**config.mk**
```make
export PLATFORM = sky130hd
export DESIGN_NAME = fft_frame_streamer
export DESIGN_NICKNAME = d
export VERILOG_FILES = /design/src/rtl/fft_frame_streamer.sv
export SDC_FILE = /design/constraint.sdc
export NUM_CORES = 1
export LEC_CHECK = 0
export CORE_MARGIN = 5
export CORE_UTILIZATION = 39
export CTS_CLUSTER_DIAMETER = 200
export DETAILED_ROUTE_END_ITERATION = 16
export SYNTH_ARGS = -nofsm -noshare
export SYNTH_HDL_FRONTEND = slang
export SYNTH_SLANG_ARGS = --single-unit
```
**constraint.sdc**
```tcl
create_clock -name aclk -period 7.2 [get_ports aclk]
set_input_delay 1.08 -clock aclk [delete_from_list [all_inputs] [get_ports aclk]]
set_output_delay 1.08 -clock aclk [all_outputs]
set_load 0.01 [all_outputs]
```
**src/rtl/fft_frame_streamer.sv**
```systemverilog
// Frame engine for an AXI-Stream FFT core. It sends one config beat, streams one
// buffered input frame and captures the result frame, flagging framing errors and capture timeouts.
module fft_frame_streamer #(
   parameter int DATA_W    = 32,
   parameter int FRAME_LEN = 16,
   parameter int CFG_W     = 8,
   parameter int TIMEOUT   = 4096
) (
   input  logic                         aclk,
   input  logic                         areset,
   input  logic                         ld_en,
   input  logic [$clog2(FRAME_LEN)-1:0] ld_addr,
   input  logic [DATA_W-1:0]            ld_data,
   input  logic                         start,
   input  logic                         fwd_inv,
   output logic                         busy,
   output logic                         done,
   output logic                         err_last,
   output logic                         err_timeout,
   output logic [CFG_W-1:0]             cfg_data,
   output logic                         cfg_valid,
   input  logic                         cfg_ready,
   output logic [DATA_W-1:0]            m_data,
   output logic                         m_valid,
   output logic                         m_last,
   input  logic                         m_ready,
   input  logic [DATA_W-1:0]            s_data,
   input  logic                         s_valid,
   input  logic                         s_last,
   output logic                         s_ready,
   input  logic [$clog2(FRAME_LEN)-1:0] rd_addr,
   output logic [DATA_W-1:0]            rd_data
);
   localparam int AW = $clog2(FRAME_LEN);
   localparam int TW = $clog2(TIMEOUT + 1);
   localparam logic [AW:0]   LAST_IDX = (AW+1)'(FRAME_LEN - 1);
   localparam logic [TW-1:0] TMO_LAST = TW'(TIMEOUT - 1);

   typedef enum logic [2:0] {S_IDLE, S_CONFIG, S_STREAM, S_CAPTURE, S_DONE} state_t;

   state_t            r_state, w_next;
   logic [DATA_W-1:0] r_in_buf  [FRAME_LEN];
   logic [DATA_W-1:0] r_res_buf [FRAME_LEN];
   logic [AW:0]       r_idx, r_ocnt;
   logic [TW-1:0]     r_tmo;
   logic              r_fwd_inv, r_err_last, r_err_timeout, r_cap_end;
   logic [DATA_W-1:0] r_rd_data;
   logic              w_in_stream, w_s_rdy, w_m_hs, w_at_last;
   logic              w_s_acc, w_beat_end, w_beat_bad, w_tmo_hit;

   assign w_in_stream = (r_state == S_STREAM);
   assign w_s_rdy     = w_in_stream || (r_state == S_CAPTURE);
   assign w_at_last   = (r_idx == LAST_IDX);
   assign w_m_hs      = w_in_stream && m_ready;
   // Once the result frame has ended early (during STREAM), further beats are dropped.
   assign w_s_acc     = s_valid && w_s_rdy && !r_cap_end;
   assign w_beat_end  = w_s_acc && (s_last || (r_ocnt == LAST_IDX));
   assign w_beat_bad  = w_s_acc && (s_last != (r_ocnt == LAST_IDX));
   assign w_tmo_hit   = (r_state == S_CAPTURE) && !w_s_acc && (r_tmo == TMO_LAST);

   assign m_valid     = w_in_stream;
   assign m_last      = w_in_stream && w_at_last;
   assign s_ready     = w_s_rdy;
   assign err_last    = r_err_last;
   assign err_timeout = r_err_timeout;
   assign rd_data     = r_rd_data;

   always_comb begin
      // NOTE: every signal written here gets a default first, so no path can infer a latch.
      w_next   = r_state;
      busy     = 1'b1;
      done     = 1'b0;
      cfg_data = '0;
      cfg_valid = 1'b0;
      m_data   = '0;
      unique case (r_state)
         S_IDLE: begin
            busy = 1'b0;
            if (start) w_next = S_CONFIG;
         end
         S_CONFIG: begin
            cfg_data  = CFG_W'(r_fwd_inv);
            cfg_valid = 1'b1;
            if (cfg_ready) w_next = S_STREAM;
         end
         S_STREAM: begin
            m_data = r_in_buf[r_idx[AW-1:0]];
            if (m_ready && w_at_last) w_next = (r_cap_end || w_beat_end) ? S_DONE : S_CAPTURE;
         end
         S_CAPTURE: begin
            if (w_beat_end || w_tmo_hit) w_next = S_DONE;
         end
         S_DONE: begin
            done   = 1'b1;
            w_next = S_IDLE;
         end
         default: w_next = S_IDLE;
      endcase
   end

   always_ff @(posedge aclk) begin
      // NOTE: sequential state uses non-blocking assignments so every register samples pre-edge values.
      if (areset) r_state <= S_IDLE;
      else        r_state <= w_next;
   end

   always_ff @(posedge aclk) begin
      if (areset) begin
         r_fwd_inv     <= 1'b0;
         r_err_last    <= 1'b0;
         r_err_timeout <= 1'b0;
         r_cap_end     <= 1'b0;
         r_idx         <= '0;
         r_ocnt        <= '0;
         r_tmo         <= '0;
         r_rd_data     <= '0;
      end else begin
         r_rd_data <= r_res_buf[rd_addr];
         if ((r_state == S_IDLE) && start) begin
            r_fwd_inv     <= fwd_inv;
            r_err_last    <= 1'b0;
            r_err_timeout <= 1'b0;
            r_cap_end     <= 1'b0;
            r_idx         <= '0;
            r_ocnt        <= '0;
         end
         if (w_m_hs) r_idx <= r_idx + (AW+1)'(1);
         if (w_s_acc) begin
            r_ocnt <= r_ocnt + (AW+1)'(1);
            if (w_beat_end) r_cap_end  <= 1'b1;
            if (w_beat_bad) r_err_last <= 1'b1;
         end
         if (w_tmo_hit) r_err_timeout <= 1'b1;
         r_tmo <= ((r_state == S_CAPTURE) && !w_s_acc) ? r_tmo + TW'(1) : '0;
      end
   end

   always_ff @(posedge aclk) begin
      // NOTE: buffer storage carries no reset; contents survive areset and are rewritten before use.
      if (!areset && ld_en && (r_state == S_IDLE)) r_in_buf[ld_addr] <= ld_data;
      if (!areset && w_s_acc) r_res_buf[r_ocnt[AW-1:0]] <= s_data;
   end

endmodule

```
==> reports/qor.yml <==
initial_utilization: 0.392
finalSetupViolCount: 0
hpwl_um: 50900
clock_skew_ns: 0.0193
hold_slack_ns: 0.488
synthDominantCellAreaShare: 0.745
final_nets: 2228
slew_headroom: 0.138
synthTopCellsByArea: "edfxtp_1 75%, mux4_2 12%, dfxtp_1 3.2%, mux2i_1 1.9%, a22oi_1 0.95%"
power.density_mw_per_mm2: 279
grt_max_degree: 73
cp.required_ns: 6.12
synthAdderAreaFrac: 0.00273
async_reset_ff_frac: 0
dr.pass1.iters: 4
drv_cap: 0
grt_pass1_wl_um: 135000
portBuffers: 153
place_congestion: 0.737
worst_ir_drop_vdd_v: 0.000202
syn_area_sq_mm: 0.0413
antenna_found_initial: 10
min_period_ns: 5.43
cts.sinks: 1090
wl_um: 90900
drt.antenna.violating_nets: 0
dieArea_sq_mm: 0.112
netlist_instances: 1931
yosys_warnings: 0
drc: 0
cts_made_buffers: 108
grt_pass1_vias: 20600
die_w_um: 335
core_area_sq_mm: 0.105
synth_ff_type: "edfxtp_1"
synth-seq-cells: 1090
ctsHoldBuffers: 0
crit_type: "flop to primary output"
synth_compound_area_frac: 0.0315
outcome: "finished clean"
cts.clk_slew.worst_paths_ns: 0.06
drv_slew: 0
grt_util_all_layers: 0.161
avgRoutedWirePerCell_um: 25.1
grt.overflow.total: 0
synthToLayoutAreaGrowth_pct: 16.2
die_h_um: 335
clk_latency_ns: 0.67
h-tree-depth: 3
clock.fmax_mhz: 184
drtIter0Drc: 1555
rows: 119
viasPerCell: 5.38
post-cts-setup-buffers: 0
mostFrequentLayoutCell: "edfxtp_1"
tritoncts: "built"
synth_edf_count: 1024
vias: 19500
synth_xor_area_frac: 0.00191
clock-root-buffer: "clkbuf_16"
min_period_over_period: 0.754
fin_tns_setup_ns: 0
crit_path_start_kind: "flop"
worst_setup_path_end_kind: "primary output"
layout_common_cells: "1024 x edfxtp_1, 220 x mux4_2, 150 x clkdlybuf4s50_1"
hold_path_class: "flop to flop"
top_level_ports: 161
yosys.area_share.simple: 0.0242
worstMarginPinSlew_ns: 1.29
p_leak_nw: 14.8
synth.avg_cell_area_sq_um: 21.4
rsz0062_at_grt: "no"
synth_mux_area_frac: 0.146
drive_gt1_frac: 0.224
yosysTopAreaCell: "edfxtp_1"
synth_top_family_by_area: "multiplexers"
worst-path-max-fanout: 18
synth_cell_types: 59
ctsResizeCount: 0
finalHoldViolations: 0
cp.arrival_ns: 4.35
ys_seq_area_frac: 0.777
clockBufferDepth: 3
==> layout make-up <==
class / count / area (sq um)
clock inverter: 58 / 532
fill: 8822 / 57200
tap: 1391 / 1740
antenna: 3 / 7.51
inverter: 13 / 50.0
timing repair buffer: 199 / 1890
sequential: 1090 / 32100
clock buffer: 142 / 2880
multi-input combinational: 726 / 8770
==> metrics by stage <==
stage	cell area, sq um	util	worst slack [ns]	total power, mW	cells
floorplan	41300	-	2.72	7.73	1937
global placement	44500	0.424	2.48	8.15	3419
detailed placement	44500	0.424	2.42	8.16	3419
CTS	47900	0.456	1.68	13.5	3619
global route	47900	0.456	1.59	13.9	3619
finish	47900	0.456	1.77	13.4	3622
==> cells in the mapped netlist, types with 3 or more instances <==
master    count
o21ai_0      43
mux4_2      220
and2_1        4
nand2_1      54
nand3_1      16
nor3_1       11
or3_1         3
ha_1          9
dfxtp_1      66
a221oi_1     21
a22oi_2      11
buf_4        21
buf_6        12
mux2i_1      80
and3_1        3
o22ai_1      11
nor2_1       55
clkbuf_1     31
buf_2        42
inv_1        11
edfxtp_1   1024
a21oi_1      13
o32ai_1      11
nor3b_1       5
a22oi_1      52
nor2b_1      16
xnor2_1       7
nand3b_1      3
mux2_2       23
nand2b_1      8
nor3_2        3
a31oi_1       3
==> power by group <==
group | total, mW | internal, mW | leakage, nW | switching (mW)
clock | 5.38 | 3.08 | 1.65 | 2.31
sequential | 7.05 | 7.00 | 9.75 | 0.0511
combinational | 0.954 | 0.429 | 3.43 | 0.524
==> routing by layer <==
metal,global-route usage,part of all wire,routed length [um],vias to the layer above
met5,0,0.00089,81,-
met4,0.0386,0.021,1880,12
met3,0.0333,0.056,5110,146
met2,0.285,0.52,47500,493
met1,0.203,0.40,36300,10400
li1,-,-,-,8462
==> registers in the layout, indices dropped and copies added (netlist names), named ones only <==
name,flops
r_in_buf,512
r_res_buf,512
rd_data,32
r_tmo,13
r_idx,5
r_ocnt,5
r_state,3
err_last,1
err_timeout,1
r_cap_end,1
r_fwd_inv,1
==> cell families (layout without fill, tap and decap cells) <==
logic type	count (synthesis)	after routing
DFF	1090	1090
muxes	323	323
and+or+nand+nor	198	198
AOI/OAI and AO/OA	180	180
buffers and inverters	121	412
adders and majority gates	9	9
xor gates and xnor gates	9	9
other	1	10
==> worst paths after layout <==
check | start | end | slack, ns | depth (start not counted)
hold reg to reg | r_fwd_inv | r_fwd_inv | 0.49 | 2
hold / removal | r_fwd_inv | r_fwd_inv | 0.49 | 2
setup / recovery | r_state[1] | m_data[26] | 1.77 | 6
setup reg to reg | r_state[2] | r_in_buf[8][0] | 4.13 | 6
==> critical path: stages (launching register included) <==
cell and delay (ns):
dfxtp_1 0.58, or3b_1 0.57, nor3_4 1.01, buf_4 0.46
a22oi_1 0.15, nand2_1 0.22, clkdlybuf4s50_1 0.67
(Power assumes the default switching activity.)
